--- src/rtl/game_collision_manager_if.sv ---
// Drawer-side bus for the collision manager: per-pixel drawing requests in,
// frame events, lives, status and score out.
interface game_collision_manager_if #(
  parameter int NUM_GOLD     = 4,
  parameter int NUM_ALIEN    = 4,
  parameter int GOLD_STATE_W = 4,
  parameter int PLAYER_LIVES = 3,
  parameter int SCORE_W      = 16
);
  localparam int LIVES_W = $clog2(PLAYER_LIVES + 1);

  logic                             startOfFrame;
  logic                             drawing_request_terrain;
  logic                             empty_square_terrain;
  logic                             drawing_request_player;
  logic                             player_awake;
  logic                             shot_dr;
  logic [NUM_ALIEN-1:0]             alien_dr;
  logic [NUM_GOLD-1:0]              gold_dr;
  logic [NUM_GOLD*GOLD_STATE_W-1:0] gold_state;

  logic                             collision_player_terrain;
  logic                             colision_fire;
  logic [NUM_GOLD-1:0]              collision_gold;
  logic [NUM_GOLD-1:0]              player_eat_gold;
  logic [NUM_ALIEN-1:0]             alien_died;
  logic                             player_died;
  logic [LIVES_W-1:0]               lives;
  logic                             invulnerable;
  logic                             game_over;
  logic [SCORE_W-1:0]               score;

  modport master (
    output startOfFrame, drawing_request_terrain, empty_square_terrain,
           drawing_request_player, player_awake, shot_dr, alien_dr, gold_dr, gold_state,
    input  collision_player_terrain, colision_fire, collision_gold, player_eat_gold,
           alien_died, player_died, lives, invulnerable, game_over, score
  );

  modport slave (
    input  startOfFrame, drawing_request_terrain, empty_square_terrain,
           drawing_request_player, player_awake, shot_dr, alien_dr, gold_dr, gold_state,
    output collision_player_terrain, colision_fire, collision_gold, player_eat_gold,
           alien_died, player_died, lives, invulnerable, game_over, score
  );
endinterface

--- src/rtl/game_collision_manager.sv ---
// Collision manager: combinational pixel collisions, per-frame sticky hit accumulation,
// one-clock frame events, saturating score and the player lives/invulnerability FSM.
module game_collision_manager #(
  parameter int                      NUM_GOLD      = 4,
  parameter int                      NUM_ALIEN     = 4,
  parameter int                      GOLD_STATE_W  = 4,
  parameter logic [GOLD_STATE_W-1:0] GOLD_FALLING  = GOLD_STATE_W'(1),
  parameter logic [GOLD_STATE_W-1:0] GOLD_BROKEN   = GOLD_STATE_W'(2),
  parameter int                      PLAYER_LIVES  = 3,
  parameter int                      INVULN_FRAMES = 60,
  parameter int                      GOLD_POINTS   = 500,
  parameter int                      ALIEN_POINTS  = 250,
  parameter int                      SCORE_W       = 16
) (
  input logic                     clk,
  input logic                     resetN,
  game_collision_manager_if.slave io_bus
);
  localparam int LIVES_W = $clog2(PLAYER_LIVES + 1);
  localparam int CNT_W   = $clog2(INVULN_FRAMES + 1);
  localparam int SUM_W   = SCORE_W + 4;

  typedef enum logic [1:0] {ST_PLAY, ST_INVULN, ST_GAME_OVER} state_t;

  function automatic logic [SUM_W-1:0] popcount_gold(input logic [NUM_GOLD-1:0] v);
    logic [SUM_W-1:0] c;
    c = '0;
    for (int i = 0; i < NUM_GOLD; i++) c = c + SUM_W'(v[i]);
    return c;
  endfunction

  function automatic logic [SUM_W-1:0] popcount_alien(input logic [NUM_ALIEN-1:0] v);
    logic [SUM_W-1:0] c;
    c = '0;
    for (int j = 0; j < NUM_ALIEN; j++) c = c + SUM_W'(v[j]);
    return c;
  endfunction

  function automatic logic [SCORE_W-1:0] sat_score(input logic [SUM_W-1:0] s);
    if (|s[SUM_W-1:SCORE_W]) return '1;
    return s[SCORE_W-1:0];
  endfunction

  state_t               r_state, w_state_nxt;
  logic [LIVES_W-1:0]   r_lives, w_lives_nxt;
  logic [CNT_W-1:0]     r_cnt, w_cnt_nxt;
  logic [SCORE_W-1:0]   r_score;

  logic [NUM_GOLD-1:0]  r_acc_gh, r_acc_ge, r_collision_gold, r_player_eat_gold;
  logic [NUM_ALIEN-1:0] r_acc_ak, r_alien_died;
  logic                 r_acc_pk, r_player_died;

  logic [NUM_GOLD-1:0]  w_gold_falling, w_gold_broken, w_gh, w_ge;
  logic [NUM_ALIEN-1:0] w_ak;
  logic                 w_player, w_any_alien, w_any_falling, w_pk, w_pk_frame;
  logic                 w_sof, w_live, w_invulnerable, w_game_over;
  logic [SUM_W-1:0]     w_score_sum;

  always_comb begin
    w_gold_falling = '0;
    w_gold_broken  = '0;
    for (int i = 0; i < NUM_GOLD; i++) begin
      w_gold_falling[i] = io_bus.gold_dr[i] &
                          (io_bus.gold_state[i*GOLD_STATE_W +: GOLD_STATE_W] == GOLD_FALLING);
      w_gold_broken[i]  = (io_bus.gold_state[i*GOLD_STATE_W +: GOLD_STATE_W] == GOLD_BROKEN);
    end
  end

  assign w_sof         = io_bus.startOfFrame;
  assign w_player      = io_bus.drawing_request_player;
  assign w_any_alien   = |io_bus.alien_dr;
  assign w_any_falling = |w_gold_falling;
  assign w_gh          = io_bus.gold_dr & {NUM_GOLD{w_player | w_any_alien}};
  assign w_ge          = io_bus.gold_dr & w_gold_broken & {NUM_GOLD{w_player}};
  assign w_ak          = io_bus.alien_dr & {NUM_ALIEN{io_bus.shot_dr | w_any_falling}};
  assign w_pk          = w_player & io_bus.player_awake & (w_any_alien | w_any_falling);
  assign w_pk_frame    = r_acc_pk | w_pk;
  assign w_live        = (r_state != ST_GAME_OVER);

  assign io_bus.collision_player_terrain = io_bus.drawing_request_terrain & w_player;
  assign io_bus.colision_fire = io_bus.shot_dr &
    ((io_bus.drawing_request_terrain & ~io_bus.empty_square_terrain) | w_any_alien);

  // Accumulate during the frame; at the boundary hand the frame's hits to the event regs
  always_ff @(posedge clk or negedge resetN) begin
    if (!resetN) begin
      r_acc_gh          <= '0;
      r_acc_ge          <= '0;
      r_acc_ak          <= '0;
      r_acc_pk          <= 1'b0;
      r_collision_gold  <= '0;
      r_player_eat_gold <= '0;
      r_alien_died      <= '0;
      r_player_died     <= 1'b0;
    end else if (w_sof) begin
      r_acc_gh          <= '0;
      r_acc_ge          <= '0;
      r_acc_ak          <= '0;
      r_acc_pk          <= 1'b0;
      r_collision_gold  <= w_live ? (r_acc_gh | w_gh) : '0;
      r_player_eat_gold <= w_live ? (r_acc_ge | w_ge) : '0;
      r_alien_died      <= w_live ? (r_acc_ak | w_ak) : '0;
      r_player_died     <= (r_state == ST_PLAY) & w_pk_frame;
    end else begin
      r_acc_gh          <= r_acc_gh | w_gh;
      r_acc_ge          <= r_acc_ge | w_ge;
      r_acc_ak          <= r_acc_ak | w_ak;
      r_acc_pk          <= w_pk_frame;
      r_collision_gold  <= '0;
      r_player_eat_gold <= '0;
      r_alien_died      <= '0;
      r_player_died     <= 1'b0;
    end
  end

  // Event regs are zero outside the post-boundary cycle, so adding them every cycle is safe
  assign w_score_sum = SUM_W'(r_score)
                     + SUM_W'(GOLD_POINTS)  * popcount_gold(r_player_eat_gold)
                     + SUM_W'(ALIEN_POINTS) * popcount_alien(r_alien_died);

  always_ff @(posedge clk or negedge resetN) begin
    if (!resetN) r_score <= '0;
    else         r_score <= sat_score(w_score_sum);
  end

  always_ff @(posedge clk or negedge resetN) begin
    if (!resetN) begin
      r_state <= ST_PLAY;
      r_lives <= LIVES_W'(PLAYER_LIVES);
      r_cnt   <= '0;
    end else begin
      r_state <= w_state_nxt;
      r_lives <= w_lives_nxt;
      r_cnt   <= w_cnt_nxt;
    end
  end

  always_comb begin
    w_state_nxt = r_state;
    w_lives_nxt = r_lives;
    w_cnt_nxt   = r_cnt;
    case (r_state)
      ST_PLAY: begin
        if (w_sof && w_pk_frame) begin
          if (r_lives > LIVES_W'(1)) begin
            w_lives_nxt = r_lives - LIVES_W'(1);
            w_cnt_nxt   = CNT_W'(INVULN_FRAMES);
            w_state_nxt = ST_INVULN;
          end else begin
            w_lives_nxt = '0;
            w_state_nxt = ST_GAME_OVER;
          end
        end
      end
      ST_INVULN: begin
        if (w_sof) begin
          if (r_cnt <= CNT_W'(1)) begin
            w_cnt_nxt   = '0;
            w_state_nxt = ST_PLAY;
          end else begin
            w_cnt_nxt = r_cnt - CNT_W'(1);
          end
        end
      end
      default: ;
    endcase
  end

  always_comb begin
    w_invulnerable = 1'b0;
    w_game_over    = 1'b0;
    case (r_state)
      ST_INVULN:    w_invulnerable = 1'b1;
      ST_GAME_OVER: w_game_over    = 1'b1;
      default: ;
    endcase
  end

  assign io_bus.collision_gold  = r_collision_gold;
  assign io_bus.player_eat_gold = r_player_eat_gold;
  assign io_bus.alien_died      = r_alien_died;
  assign io_bus.player_died     = r_player_died;
  assign io_bus.lives           = r_lives;
  assign io_bus.invulnerable    = w_invulnerable;
  assign io_bus.game_over       = w_game_over;
  assign io_bus.score           = r_score;
endmodule
--- src/flat_wrapper.sv ---
// flat-port wrapper written by rule: the top's interface ports become plain ports
module game_collision_manager_flat 
#(
  parameter int                      NUM_GOLD      = 4,
  parameter int                      NUM_ALIEN     = 4,
  parameter int                      GOLD_STATE_W  = 4,
  parameter logic [GOLD_STATE_W-1:0] GOLD_FALLING  = GOLD_STATE_W'(1),
  parameter logic [GOLD_STATE_W-1:0] GOLD_BROKEN   = GOLD_STATE_W'(2),
  parameter int                      PLAYER_LIVES  = 3,
  parameter int                      INVULN_FRAMES = 60,
  parameter int                      GOLD_POINTS   = 500,
  parameter int                      ALIEN_POINTS  = 250,
  parameter int                      SCORE_W       = 16
)
  (clk, resetN, io_bus_startOfFrame, io_bus_drawing_request_terrain, io_bus_empty_square_terrain, io_bus_drawing_request_player, io_bus_player_awake, io_bus_shot_dr, io_bus_alien_dr, io_bus_gold_dr, io_bus_gold_state, io_bus_collision_player_terrain, io_bus_colision_fire, io_bus_collision_gold, io_bus_player_eat_gold, io_bus_alien_died, io_bus_player_died, io_bus_lives, io_bus_invulnerable, io_bus_game_over, io_bus_score);
  game_collision_manager_if #(.NUM_GOLD(NUM_GOLD), .NUM_ALIEN(NUM_ALIEN), .GOLD_STATE_W(GOLD_STATE_W), .PLAYER_LIVES(PLAYER_LIVES), .SCORE_W(SCORE_W)) io_bus_i ();
  input logic clk;
  input logic resetN;
  input wire logic [$bits(io_bus_i.startOfFrame)-1:0] io_bus_startOfFrame;
  input wire logic [$bits(io_bus_i.drawing_request_terrain)-1:0] io_bus_drawing_request_terrain;
  input wire logic [$bits(io_bus_i.empty_square_terrain)-1:0] io_bus_empty_square_terrain;
  input wire logic [$bits(io_bus_i.drawing_request_player)-1:0] io_bus_drawing_request_player;
  input wire logic [$bits(io_bus_i.player_awake)-1:0] io_bus_player_awake;
  input wire logic [$bits(io_bus_i.shot_dr)-1:0] io_bus_shot_dr;
  input wire logic [$bits(io_bus_i.alien_dr)-1:0] io_bus_alien_dr;
  input wire logic [$bits(io_bus_i.gold_dr)-1:0] io_bus_gold_dr;
  input wire logic [$bits(io_bus_i.gold_state)-1:0] io_bus_gold_state;
  output wire logic [$bits(io_bus_i.collision_player_terrain)-1:0] io_bus_collision_player_terrain;
  output wire logic [$bits(io_bus_i.colision_fire)-1:0] io_bus_colision_fire;
  output wire logic [$bits(io_bus_i.collision_gold)-1:0] io_bus_collision_gold;
  output wire logic [$bits(io_bus_i.player_eat_gold)-1:0] io_bus_player_eat_gold;
  output wire logic [$bits(io_bus_i.alien_died)-1:0] io_bus_alien_died;
  output wire logic [$bits(io_bus_i.player_died)-1:0] io_bus_player_died;
  output wire logic [$bits(io_bus_i.lives)-1:0] io_bus_lives;
  output wire logic [$bits(io_bus_i.invulnerable)-1:0] io_bus_invulnerable;
  output wire logic [$bits(io_bus_i.game_over)-1:0] io_bus_game_over;
  output wire logic [$bits(io_bus_i.score)-1:0] io_bus_score;
  assign io_bus_i.startOfFrame = io_bus_startOfFrame;
  assign io_bus_i.drawing_request_terrain = io_bus_drawing_request_terrain;
  assign io_bus_i.empty_square_terrain = io_bus_empty_square_terrain;
  assign io_bus_i.drawing_request_player = io_bus_drawing_request_player;
  assign io_bus_i.player_awake = io_bus_player_awake;
  assign io_bus_i.shot_dr = io_bus_shot_dr;
  assign io_bus_i.alien_dr = io_bus_alien_dr;
  assign io_bus_i.gold_dr = io_bus_gold_dr;
  assign io_bus_i.gold_state = io_bus_gold_state;
  assign io_bus_collision_player_terrain = io_bus_i.collision_player_terrain;
  assign io_bus_colision_fire = io_bus_i.colision_fire;
  assign io_bus_collision_gold = io_bus_i.collision_gold;
  assign io_bus_player_eat_gold = io_bus_i.player_eat_gold;
  assign io_bus_alien_died = io_bus_i.alien_died;
  assign io_bus_player_died = io_bus_i.player_died;
  assign io_bus_lives = io_bus_i.lives;
  assign io_bus_invulnerable = io_bus_i.invulnerable;
  assign io_bus_game_over = io_bus_i.game_over;
  assign io_bus_score = io_bus_i.score;
  game_collision_manager #(.NUM_GOLD(NUM_GOLD), .NUM_ALIEN(NUM_ALIEN), .GOLD_STATE_W(GOLD_STATE_W), .GOLD_FALLING(GOLD_FALLING), .GOLD_BROKEN(GOLD_BROKEN), .PLAYER_LIVES(PLAYER_LIVES), .INVULN_FRAMES(INVULN_FRAMES), .GOLD_POINTS(GOLD_POINTS), .ALIEN_POINTS(ALIEN_POINTS), .SCORE_W(SCORE_W)) u_core (.clk(clk), .resetN(resetN), .io_bus(io_bus_i));
endmodule
--- config.mk ---
export PLATFORM = sky130hd
export DESIGN_NAME = game_collision_manager_flat
export DESIGN_NICKNAME = d
export VERILOG_FILES = /design/src/rtl/game_collision_manager_if.sv /design/src/rtl/game_collision_manager.sv /design/src/flat_wrapper.sv
export SDC_FILE = /design/constraint.sdc
export NUM_CORES = 1
export LEC_CHECK = 0
export ABC_AREA = 1
export CAP_MARGIN = 15
export CORE_ASPECT_RATIO = 1.5
export CORE_MARGIN = 5
export CORE_UTILIZATION = 30
export DETAILED_ROUTE_END_ITERATION = 7
export PLACE_DENSITY = 0.61
export SLEW_MARGIN = 20
export SYNTH_ARGS = -nofsm -noshare
export SYNTH_HDL_FRONTEND = slang
export SYNTH_SLANG_ARGS = --single-unit
--- constraint.sdc ---
create_clock -name clk -period 7.8 [get_ports clk]
set_input_delay 0.78 -clock clk [delete_from_list [all_inputs] [get_ports clk]]
set_output_delay 0.78 -clock clk [all_outputs]
set_load 0.02 [all_outputs]
* Word-level counts from Yosys, hierarchy flattened
Cells that the tools add are included.
** Operators by class
- Add/sub/neg operators :: 10
- Multiply operators :: 2
- $lt $le $gt $ge :: 2
- Equal/unequal tests :: 15
- Multiplexer cells :: 27
- Bitwise operators :: 23
- Reductions and logical operators :: 9
** Operators with widths (number)
- adder 20 x 1 -> 20 bit :: 4
- two-way mux 4 bit :: 9
- two-way mux 16 bit :: 2
- two-way mux 6 bit :: 4
- adder 16 x 20 -> 20 bit :: 1
- adder 20 bit :: 1
- multiplier 7 x 20 -> 18 bit (first input constant) :: 1
- multiplier 7 x 20 -> 19 bit (first input constant) :: 1
- bitwise AND 4 bit :: 4
- == test 4 x 1 -> 1 bit (second input constant) :: 4
- == test 4 x 2 -> 1 bit (second input constant) :: 4
- bitwise OR 4 bit :: 3
- one-hot mux 6 bit (2 select lines) :: 1
- OR reduction 4 bit :: 3
- bitwise AND 1 bit :: 10
- two-way mux 2 bit :: 5
- inequality test 2 bit (second input constant) :: 4
- AND reduction 4 bit :: 2
- less-or-equal comparator 6 x 1 -> 1 bit (second input constant) :: 1
- subtractor 6 x 1 -> 6 bit (second input constant) :: 1
- two-way mux 1 bit :: 5
- bitwise OR 1 bit :: 5
- adder 1 x 1 -> 2 bit :: 2
- one-hot mux 2 bit (2 select lines) :: 1
- 10 further kinds :: 10
** Storage, ports and cells
- Flip-flop bits (word level) :: 52
- Output and inout bits :: 35
- Logic and storage cells :: 100

* Depth between registers and ports, before layout
Gate-level depths: netlist of run 1.
- Word-level depth :: 9
- Depth in mapped cells :: 31

* Worst setup path before layout of run 1
Ideal clock, no wire load.
- Kind :: register -> register
- Start :: register u_core.r_alien_died[0] (netlist: u_core.io_bus.alien_died[0])
- End :: register u_core.r_score[13] (netlist: u_core.io_bus.score[13])
- Arrival :: 5.435 ns
- Data required time :: 7.679 ns
- Slack :: 2.244 ns
- Stages on the path, launching flop included :: 29
- Path buffers :: 1
- Cells stage by stage :: dfrtp_1 ha_1 inv_1 fa_1 ha_1 fa_1 ha_1 ha_1 ha_1 ha_1 inv_1 o21ai_0 nand2_1 nand2_1 nand2_1 nand2_1 a21oi_1 xor2_1 fa_1 inv_1 ha_1 a21oi_1 o21a_1 nand3_2 nand2_2 nand2_2 nand2_4 buf_6 nand3_2
** On the way
- Word-level cells in the longest chain between the ends :: 8
** RTL lines
- start: declaration :: line game_collision_manager.sv:50 : logic [NUM_ALIEN-1:0] r_acc_ak, r_alien_died;
- start signal: assignment :: line game_collision_manager.sv:102 : r_alien_died <= w_live ? (r_acc_ak | w_ak) : '0;
- adder 1 x 1 -> 2 bit (*) :: line game_collision_manager.sv:35 : for (int j = 0; j < NUM_ALIEN; j++) c = c + SUM_W'(v[j]);
- adder 20 x 1 -> 20 bit (*) (2 in a row) :: line game_collision_manager.sv:35
- multiplier 7 x 20 -> 19 bit (*) :: line game_collision_manager.sv:119 : + SUM_W'(ALIEN_POINTS) * popcount_alien(r_alien_died);
- adder 20 bit (*) :: line game_collision_manager.sv:119
- OR reduction 4 bit :: line game_collision_manager.sv:40 : if (|s[SUM_W-1:SCORE_W]) return '1;
- two-way mux 1 bit :: line game_collision_manager.sv:40
- two-way mux 16 bit (*) :: line game_collision_manager.sv:41 : return s[SCORE_W-1:0];
- end signal: assignment :: line game_collision_manager.sv:123 : else r_score <= sat_score(w_score_sum);
- end: declaration :: line game_collision_manager.sv:47 : logic [SCORE_W-1:0] r_score;
Every way passes the cells marked *; elsewhere a longest branch is shown, timed or not.
A chain may end at the register's enable or synchronous reset.

* Worst setup path in the final report of run 1
- Start :: register u_core.r_alien_died[0] (netlist: u_core.io_bus.alien_died[0])
- End :: register u_core.r_score[14] (netlist: u_core.io_bus.score[14])
The elaborated chain is that of the path after synthesis.

==> metrics.md, run 1 <==
| Metric | Value |
|---|---|
| Final Util | 37.6% |
| Initial antenna violation count | 0 |
| Antenna Nets Post-Route | 0 |
| Vias | 3,412 |
| FF+latch count, synth | 52 |
| Gate Count Post-Synth | 505 |
| Highest Clock Rate | 170 MHz |
| CTS tree | built |
| Yosys top cell by area | dfrtp_1 |
| First-pass GRT wire length | 16,300 um |
| Leakage | 0.00295 uW |
| Hold depth | 2 |
| Die Ht | 155 um |
| Setup TNS | 0 ps |
| Min Tclk post-route | 5880 ps |
| Total power | 564 uW |
| CTS buffer count | 5 |
| # rows | 53 |
| Status | complete, no violations |
| Drt wl/cell | 12.7 um |
| H-tree Lvls | 2 |
| Post-Place Worst Slack | 1850 ps |
| CTS Hold Bufs | 0 |
| Yosys top cell area share | 29.8% |
| DRT Pass-1 Iters | 6 |
| Vias in the first global route | 3,699 |
| Worst clock skew | 6.12 ps |
| Post-synthesis sequential area ratio | 31.0% |
| Clock Latency Late Sink | 290 ps |
| Layout area overhead | 23.9% |
| Num Clock Sinks | 52 |
| Post-Layout Cell Count | 740 |
| Final hold vios | 0 |
| Layout net count | 691 |
| Sw frac | 21.0% |
| Largest net degree at the start of global routing | 53 |
| Post-Syn Area | 4200 um^2 |
| Synth top area cells | dfrtp_1, ha_1, inv_1 |
| Cts repair resizes | 0 |
| Net Count, Synth | 622 |
| FF/Latch Area | 1300 um^2 |
| Mean number of vias per cell | 4.61 |
| Fin. max-slew vios | 0 |
| Gr usage total | 12.1% |
| Layout cells sized above 1 | 4.70% |
| Final setup viols | 0 |
| Synth cell count leaders | inv_1, nand2_1, ha_1 |
| Clk slew on worst S/H paths | 70 ps |
| DR DRC count | 0 |
| Worst-Margin Slew | 920 ps |
| Netlist cell types | 36 |
| CP required | 7970 ps |
| Postcts setup bufs | 0 |
| IO buf count | 66 |
| Clock tree buffer depth | 2 |
| ANT cells | 0 |
| FF-to-FF path depth | 27 |
| FFs w/ async S/R, synth | 100% |
| GP Congestion | 0.837 |
| VDD IR max | 0.110 mV |
| Power Internal | 445 uW |
| Sequential Power Share | 48.7% |
| Crit Path Category | flop to flop |
| Rel. slew slack | 38.2% |
| Die span in x | 107 um |
| Root buf cell | clkbuf_16 |
| Final worst setup slack | 1920 ps |
| Ys Warns | 0 |
| Switching pwr | 118 uW |
| Grt ovf | 0 |
| Die area | 16,500 um^2 |
| First-iteration detailed-routing DRC count | 85 |
| Final period util | 75.3% |
| Multi-input gate area | 2490 um^2 |
| Core ar. | 13,900 um^2 |
| Post-Route WL | 9380 um |
| Initial Util | 30.3% |
| Placed cells | 732 |
| Comb power frac | 6.8% |
| RSZ-0062 raised after global routing | false |
| Syn_area_per_cell | 8.32 um^2 |
| Clk pwr share | 44.5% |
| Maximum capacitance violations | 0 |
| Fillers | 1,387 |
| Startpoint types | flop |
| CP Max Fanout | 16 |
| HP Class | flop to flop |
| Worst setup EP type | flop |
| # IOs | 67 |
| Most frequent cell after synthesis | inv_1 |
| Pwr dens | 108 nW/um^2 |
| Synth Flop Type | dfrtp_1 |
| Worst Path Arrival | 6040 ps |
| EDFF count, synth | 0 |
| Dpl hpwl | 7980 um |
worst max-delay path, stage by stage (launching register included):
cell and delay (ps):
dfrtp_1 380, ha_1 280, inv_1 40, fa_1 380, ha_1 370, fa_1 530
ha_1 300, ha_1 270, ha_1 300, ha_1 330, nand3_1 80, nand2_1 90
a21oi_1 60, o21ai_0 360, inv_1 70, nor2_1 90, o21ai_0 130, fa_1 530
inv_1 40, ha_1 350, nand2_1 120, inv_1 60, nand4_1 90, nand3_2 90
nand2_2 80, nand2_2 60, nand2_4 160, o21ai_0 110
power groups by stage:
stage / clock network (uW) / logic (uW) / registers, uW
global route: 269 / 43.3 / 274
global placement: 0 / 38.8 / 279
detailed placement: 0 / 39.3 / 279
floorplan: 0 / 12.8 / 279
CTS: 262 / 39.3 / 274
finish: 251 / 38.4 / 274
sequential cells by signal, summed over array words and instances, names as in the netlist:
| signal | cells |
|---|---|
| u_core.io_bus.alien_died | 4 |
| u_core.io_bus.collision_gold | 4 |
| u_core.io_bus.lives | 2 |
| u_core.io_bus.player_died | 1 |
| u_core.io_bus.player_eat_gold | 4 |
| u_core.io_bus.score | 16 |
| u_core.r_acc_ak | 4 |
| u_core.r_acc_ge | 4 |
| u_core.r_acc_gh | 4 |
| u_core.r_acc_pk | 1 |
| u_core.r_cnt | 6 |
| u_core.r_state | 2 |
metal layers:
layer / share of wire [%] / GRT usage (%) / vias up
li1: - / - / 1723
met3: 3.3 / 2.28 / 17
met5: 0 / 0 / -
met4: 3.0 / 4.94 / 0
met1: 37 / 12.1 / 1611
met2: 57 / 23.8 / 61
cells in the final DEF (no fill, tap or decap), drive strengths merged, types with 2 or more instances in the layout:
cell type and count:
clkdlybuf4s50 65, inv 101, nand3 34, a21oi 26
nor3 6, buf 2, clkbuf 6, a31o 3
ha 67, fa 18, dfrtp 50, a21o 3
xnor2 7, dfstp 2, or2 4, xor2 10
nand3b 2, o21ai 21, nand2 84, nor2 55
final timing paths:
kind	from	to	slack, ps
max in group asynchronous	resetN	u_core.r_cnt[4]$_DFFE_PN0P_	6750
min in group asynchronous	resetN	u_core.io_bus.alien_died[1]$_DFF_PN0_	600
max	u_core.io_bus.alien_died[0]$_DFF_PN0_	u_core.io_bus.score[14]$_DFF_PN0_	1920
min	u_core.io_bus.score[0]$_DFFE_PN0P_	u_core.io_bus.score[0]$_DFFE_PN0P_	470
min reg2reg	u_core.io_bus.score[0]$_DFFE_PN0P_	u_core.io_bus.score[0]$_DFFE_PN0P_	470
max reg2reg	u_core.io_bus.alien_died[0]$_DFF_PN0_	u_core.io_bus.score[14]$_DFF_PN0_	1920
logic make-up (layout without fill, tap and decap cells):
family                   after synthesis  count (layout)  share of synthesized area [%]
XOR/XNOR                              17              17                           3.54
buffers and inverters                105             175                           9.68
adder cells (fa/ha/maj)               85              85                           28.5
AO/OA/AOI/OAI                         57              57                           7.62
AND/OR/NAND/NOR                      189             189                           19.6
flip-flops                            52              52                           31.0
metrics by stage:
stage	hold slack (ps)	instance area, um^2
finish	470	5210
detailed placement	460	5040
global route	499	5210
CTS	477	5210
global placement	464	5040
floorplan	435	4200
cell type report:
class / instances / share of cell area [%]
Clock buffer: 6 / 2.47
Clock inverter: 2 / 0.745
Inverter: 100 / 7.21
Multi-Input combinational cell: 348 / 47.8
Sequential cell: 52 / 25.0
Tap cell: 165 / 3.96
Timing Repair Buffer: 67 / 12.7
Note: power is estimated with default switching activity, not from simulation.
==> run 2: changes to the inputs <==
==> constraint.sdc (replaced) <==
create_clock -name clk -period 5.6 [get_ports clk]
set_input_delay 0.56 -clock clk [delete_from_list [all_inputs] [get_ports clk]]
set_output_delay 0.56 -clock clk [all_outputs]
set_load 0.02 [all_outputs]
==> metrics.md, run 2 (synthesis gave the netlist of run 1 again) <==
| Metric | Value |
|---|---|
| Status | complete, no violations (unchanged) |
| First-pass GRT wire length | 16,300 um (about the same) |
| Final Util | 40.2% (was 37.6%) |
| Worst Path Arrival | 5610 ps (was 6040 ps) |
| Fillers | 1,371 (was 1,387) |
| Worst clock skew | 6.82 ps (was 6.12 ps) |
| Layout area overhead | 32.7% (was 23.9%) |
| CP Max Fanout | 8 (was 16) |
| Startpoint types | flop (unchanged) |
| Num Clock Sinks | 52 (unchanged) |
| Final hold vios | 0 (unchanged) |
| # IOs | 67 (unchanged) |
| Drt wl/cell | 13.2 um (was 12.7 um) |
| Post-Place Worst Slack | -176 ps (was 1850 ps) |
| Clock tree buffer depth | 2 (unchanged) |
| Placed cells | 748 (was 732) |
| Initial Util | 30.3% (unchanged) |
| HP Class | primary input to async pin (was flop to flop) |
| Rel. slew slack | 40.7% (was 38.2%) |
| Vias | 3,521 (was 3,412) |
| Met1 Track Usage GR | 12.1% (about the same) |
| Highest Clock Rate | 184 MHz (was 170 MHz) |
| FF/Latch Area | 1300 um^2 (unchanged) |
| Fin. max-slew vios | 0 (unchanged) |
| Most common cell after layout, fill and taps aside | inv_1 (unchanged) |
| Final setup viols | 0 (unchanged) |
| Crit-path most repeated cell | ha_4 (was ha_1) |
| First-iteration detailed-routing DRC count | 62 (was 85) |
| Maximum capacitance violations | 0 (unchanged) |
| Final worst setup slack | 167 ps (was 1920 ps) |
| DRT Pass-1 Iters | 4 (was 6) |
| Vias in the first global route | 3,719 (was 3,699) |
| Worst setup EP type | flop (unchanged) |
| CTS Hold Bufs | 0 (unchanged) |
| ANT cells | 0 (unchanged) |
| Worst-Margin Slew | 883 ps (was 920 ps) |
| CP required | 5780 ps (was 7970 ps) |
| Post-Layout Cell Count | 759 (was 740) |
| Grt ovf | 0 (unchanged) |
| Critical path, cell by cell | ha_1 > inv_1 > fa_2 > ha_4 > fa_1 > ha_1 > ha_1 > ha_4 > ha_4 > nand3_1 > nand2_2 > a21oi_1 > o21ai_2 > xnor2_2 > fa_1 > inv_1 > ha_4 > a21oi_2 > o21a_1 > nand3_2 > nand2_2 > nand2_4 > nand2_8 > o21ai_0 |
| Reg2reg start | u_core.io_bus.player_eat_gold[0]$_DFF_PN0_ (was u_core.io_bus.alien_died[0]$_DFF_PN0_) |
| Pwr dens | 134 nW/um^2 (was 108 nW/um^2) |
| WHS | 377 ps (was 470 ps) |
| Leakage | 0.00299 uW (was 0.00295 uW) |
| DR DRC count | 0 (unchanged) |
| Die Ht | 155 um (unchanged) |
| CTS tree | built (unchanged) |
| Min Tclk post-route | 5430 ps (was 5880 ps) |
| Root buf cell | clkbuf_16 (unchanged) |
| Crit Path Category | flop to flop (unchanged) |
| FF-to-FF path depth | 24 (was 27) |
| Dpl hpwl | 7950 um (was 7980 um) |
| Most frequent cells in the layout | inv_1, nand2_1, clkdlybuf4s50_1 (was inv_1, nand2_1, ha_1) |
| Core ar. | 13,900 um^2 (unchanged) |
| CP max stage cell | fa_1 (unchanged) |
| CTS buffer count | 5 (unchanged) |
| Final period util | 97.0% (was 75.3%) |
| Multi-input gate area | 2740 um^2 (was 2490 um^2) |
| Die span in x | 107 um (unchanged) |
| Die area | 16,500 um^2 (unchanged) |
| Gr usage total | 12.2% (was 12.1%) |
| Layout net count | 710 (was 691) |
| Initial antenna violation count | 0 (unchanged) |
| Largest net degree at the start of global routing | 53 (unchanged) |
| Post-Route WL | 10,000 um (was 9380 um) |
| VDD IR max | 0.152 mV (was 0.110 mV) |
| Max reg flops | 16 (unchanged) |
| GP Congestion | 0.841 (was 0.837) |
| Layout cells sized above 1 | 13.5% (was 4.70%) |
| H-tree Lvls | 2 (unchanged) |
| Critical R2R Capture | u_core.io_bus.score[14]$_DFF_PN0_ (unchanged) |
| R2r setup slk | 170 ps (was 1920 ps) |
| Setup TNS | 0 ps (unchanged) |
| # rows | 53 (unchanged) |
| Max stage delay on crit path | 580 ps (was 530 ps) |
| Met3 usage | 1.99% (was 2.28%) |
| Mean number of vias per cell | 4.64 (was 4.61) |
| IO buf count | 66 (unchanged) |
| Grt peak-use layer | met2 (unchanged) |
| Antenna Nets Post-Route | 0 (unchanged) |
| Clock Latency Late Sink | 300 ps (was 290 ps) |
| Clk slew on worst S/H paths | 80 ps (was 70 ps) |
| Met2 GRT Util | 23.6% (was 23.8%) |
## run 2: final cells by class
class / instances / area share (%)
multi-input combinational: 349 / 49.2
tap: 165 / 3.70
timing repair buffer: 85 / 14.3
clock inverter: 3 / 0.382
sequential: 52 / 23.4
inverter: 100 / 6.73
clock buffer: 5 / 2.24
## run 2: power by group
part	switching [uW]	internal [uW]
sequential	1.32	380
clock	147	167
combinational	26.6	27.0
total	175	574
## run 2: layer usage
layer,share of wire (%),up-vias
met5,0,-
met4,5.2,0
met3,2.6,26
met2,55,60
met1,37,1665
li1,-,1770
## run 2: what timing repair did
item	4_1_cts	5_1_grt
pin swaps	4	13
gates cloned	1	0
resized for setup	11	31
buffers inserted	0	2
setup endpoints to repair	16	16
## run 2: worst max path at each step
stage,start,to,slack [ps]
finish,u_core.io_bus.player_eat_gold[0]$_DFF_PN0_,u_core.io_bus.score[14]$_DFF_PN0_,170
global route,u_core.io_bus.player_eat_gold[0]$_DFF_PN0_,u_core.io_bus.score[14]$_DFF_PN0_,-70
CTS,u_core.io_bus.alien_died[0]$_DFF_PN0_,u_core.io_bus.score[14]$_DFF_PN0_,2
detailed placement,u_core.io_bus.alien_died[0]$_DFF_PN0_,u_core.io_bus.score[14]$_DFF_PN0_,-180
global placement,u_core.io_bus.alien_died[0]$_DFF_PN0_,u_core.io_bus.score[14]$_DFF_PN0_,-100
floorplan,u_core.io_bus.alien_died[0]$_DFF_PN0_,u_core.io_bus.score[13]$_DFF_PN0_,40
## run 2: per-stage QoR
stage	power (uW)	area (um^2)
CTS	759	5390
detailed placement	444	5160
global placement	443	5160
global route	780	5570
floorplan	406	4200
finish	749	5570
## run 2: worst max-delay path, delay by kind of cell, from the launching register on
family	cells	cell delay, ps
fa+ha+maj	10	3360
compound gates	5	680
simple gates	6	590
flops	1	390
xor+xnor	1	170
buf+inv	2	120
==> patch (config.mk and constraints of run 1) <==
`NUM_ALIEN` is set to 4 in 3 places; all go to 6.
--- a/src/rtl/game_collision_manager_if.sv
+++ b/src/rtl/game_collision_manager_if.sv
@@ -2,7 +2,7 @@
 // frame events, lives, status and score out.
 interface game_collision_manager_if #(
   parameter int NUM_GOLD     = 4,
-  parameter int NUM_ALIEN    = 4,
+  parameter int NUM_ALIEN    = 6,
   parameter int GOLD_STATE_W = 4,
   parameter int PLAYER_LIVES = 3,
   parameter int SCORE_W      = 16
--- a/src/rtl/game_collision_manager.sv
+++ b/src/rtl/game_collision_manager.sv
@@ -2,7 +2,7 @@
 // one-clock frame events, saturating score and the player lives/invulnerability FSM.
 module game_collision_manager #(
   parameter int                      NUM_GOLD      = 4,
-  parameter int                      NUM_ALIEN     = 4,
+  parameter int                      NUM_ALIEN     = 6,
   parameter int                      GOLD_STATE_W  = 4,
   parameter logic [GOLD_STATE_W-1:0] GOLD_FALLING  = GOLD_STATE_W'(1),
   parameter logic [GOLD_STATE_W-1:0] GOLD_BROKEN   = GOLD_STATE_W'(2),
--- a/src/flat_wrapper.sv
+++ b/src/flat_wrapper.sv
@@ -2,7 +2,7 @@
 module game_collision_manager_flat 
 #(
   parameter int                      NUM_GOLD      = 4,
-  parameter int                      NUM_ALIEN     = 4,
+  parameter int                      NUM_ALIEN     = 6,
   parameter int                      GOLD_STATE_W  = 4,
   parameter logic [GOLD_STATE_W-1:0] GOLD_FALLING  = GOLD_STATE_W'(1),
   parameter logic [GOLD_STATE_W-1:0] GOLD_BROKEN   = GOLD_STATE_W'(2),
Interface: changed (resized io_bus_alien_died and io_bus_alien_dr); port bits go from 67 to 71. No check against the original RTL was run, so the function may have changed too.
==> patch against run 1 <==
Worst setup slack got worse by 0.79 ns; cell area rose by 5.2%; sequential cell count grew 4; wire length is 7.0% higher; fmax decreased by 12%; synthesized area rose by 5.2%; critical endpoint unchanged; power shrank 0.56%; synthesized cell count increased by 3.4%; highest routed layer unchanged; global-route usage grew 0.37 points.
==> patch: results (changes against run 1) <==
[worst_hold_path]
whs_endpoint=u_core.r_acc_gh[0]
hold_start=u_core.r_acc_gh[0]

[synth]
synthTopCellsByCount=inv_1, nand2_1, ha_1
syn_nets=643  ; +3.4%
ys_seq_area_share_pct=31.8  ; +0.75 points
synthAdderAreaFrac_pct=28.2  ; -0.32 points
synth_cell_types=40  ; +11%
synth_compound_area_share_pct=7.65  ; +0.023 points
synth_xor_area_share_pct=2.97  ; -0.57 points

[placed_design]
portBuffers=70  ; +6.1%
gp_congestion=0.800  ; -4.4%
placed_cell_area_um2=5340  ; +5.9%
pre_cts_slack_ns=1.10  ; -0.748 ns
dp_hpwl_um=8580  ; +7.5%

[drt]
wl_per_cell_um=12.6  ; -0.19%
drt-pass1-iter-count=5  ; -1
dr_total_vias=3543  ; +3.8%

[finish]
ff_latch_area_um2=1400  ; +7.7%
drive_gt1_share_pct=5.36  ; +0.66 points
largest_reg_flops=16  ; unchanged
nFillCells=1477  ; +6.5%
nets=717  ; +3.8%

[critical_path]
r2r_cells=29  ; +7.4%
cp_slowest_cell=fa_1
r2r_slack_ns=1.13  ; -0.79 ns
path_max_fanout=16  ; unchanged
max_stage_delay_ns=0.62  ; +0.09 ns

[grt]
grt_pass1_vias=3802  ; +2.8%
grt_max_degree=57  ; +7.5%
grt_first_pass_wirelength_um=17200  ; +5.6%

[sta]
fin_skew_ns=0.00814  ; +0.00201 ns
relSlewSlack_pct=44.1  ; +5.9 points

[outcome]
status=completed

[pwr]
ir_drop_mv=0.0918  ; -17%
power_leakage_nw=3.03  ; +2.8%

-- patch: cell types whose count changed in the layout (fill, tap and decap cells not counted), moves of 4 or more --
cell	run 1	this run
a21oi_1	26	30
clkdlybuf4s50_1	65	69
dfrtp_1	50	54
o21ai_0	17	13
-- patch: worst max-delay path by stage --
stage / end / from / slack [ns]
final: u_core.io_bus.score[14] / u_core.io_bus.alien_died[0] / 1.13
after global routing: u_core.io_bus.score[14] / u_core.io_bus.alien_died[0] / 0.66
after CTS: u_core.io_bus.score[14] / u_core.io_bus.alien_died[0] / 1.09
after detailed placement: u_core.io_bus.score[14] / u_core.io_bus.alien_died[0] / 1.10
after global placement: u_core.io_bus.score[14] / u_core.io_bus.alien_died[0] / 1.26
after floorplan: u_core.io_bus.score[13] / u_core.io_bus.alien_died[0] / 1.56
-- patch: worst max-delay path: cells and delay by family, from the launching register on --
kind / cells / cell delay (ns)
DFF: 1 / 0.38
AOI/OAI and AO/OA: 4 / 0.63
and+or+nand+nor: 9 / 0.92
adders and majority gates: 11 / 4.27
buffers and inverters: 5 / 0.33
-- patch: kinds of logic (layout without fill, tap and decap cells) --
kind of cell	count (synthesis)	count (layout)
simple gates	195	195
buf+inv	110	185
fa+ha+maj	87	87
compound gates	59	59
flops	56	56
xor+xnor	15	15
-- patch: final cells by class --
| class | count | area share (%) |
|---|---|---|
| inverters | 105 | 7.20 |
| flip-flops and latches | 56 | 25.6 |
| well taps | 196 | 4.48 |
| clock buffers | 7 | 2.42 |
| repair buffers | 72 | 13.0 |
| clock inverters | 1 | 0.160 |
| multi-input cells | 356 | 47.1 |
-- patch: layer usage --
layer  global-route usage [%]  routed length, um  vias up
li1                         -                  -     1789
met1                     14.0               4000     1680
met2                     23.9               5520       66
met3                     1.78                371        8
met4                     3.37                133        0
met5                        0                  0        -
-- patch: power by group --
part / internal (mW) / switching [mW]
clock: 0.121 / 0.101
combinational: 0.0212 / 0.0222
sequential: 0.294 / 0.00117
total: 0.436 / 0.124
-- patch: metrics by stage --
stage	cells	hold slack, ns
after floorplan	522	0.435
after global placement	785	0.461
after detailed placement	785	0.460
after CTS	793	0.477
after global routing	793	0.515
final	793	0.480
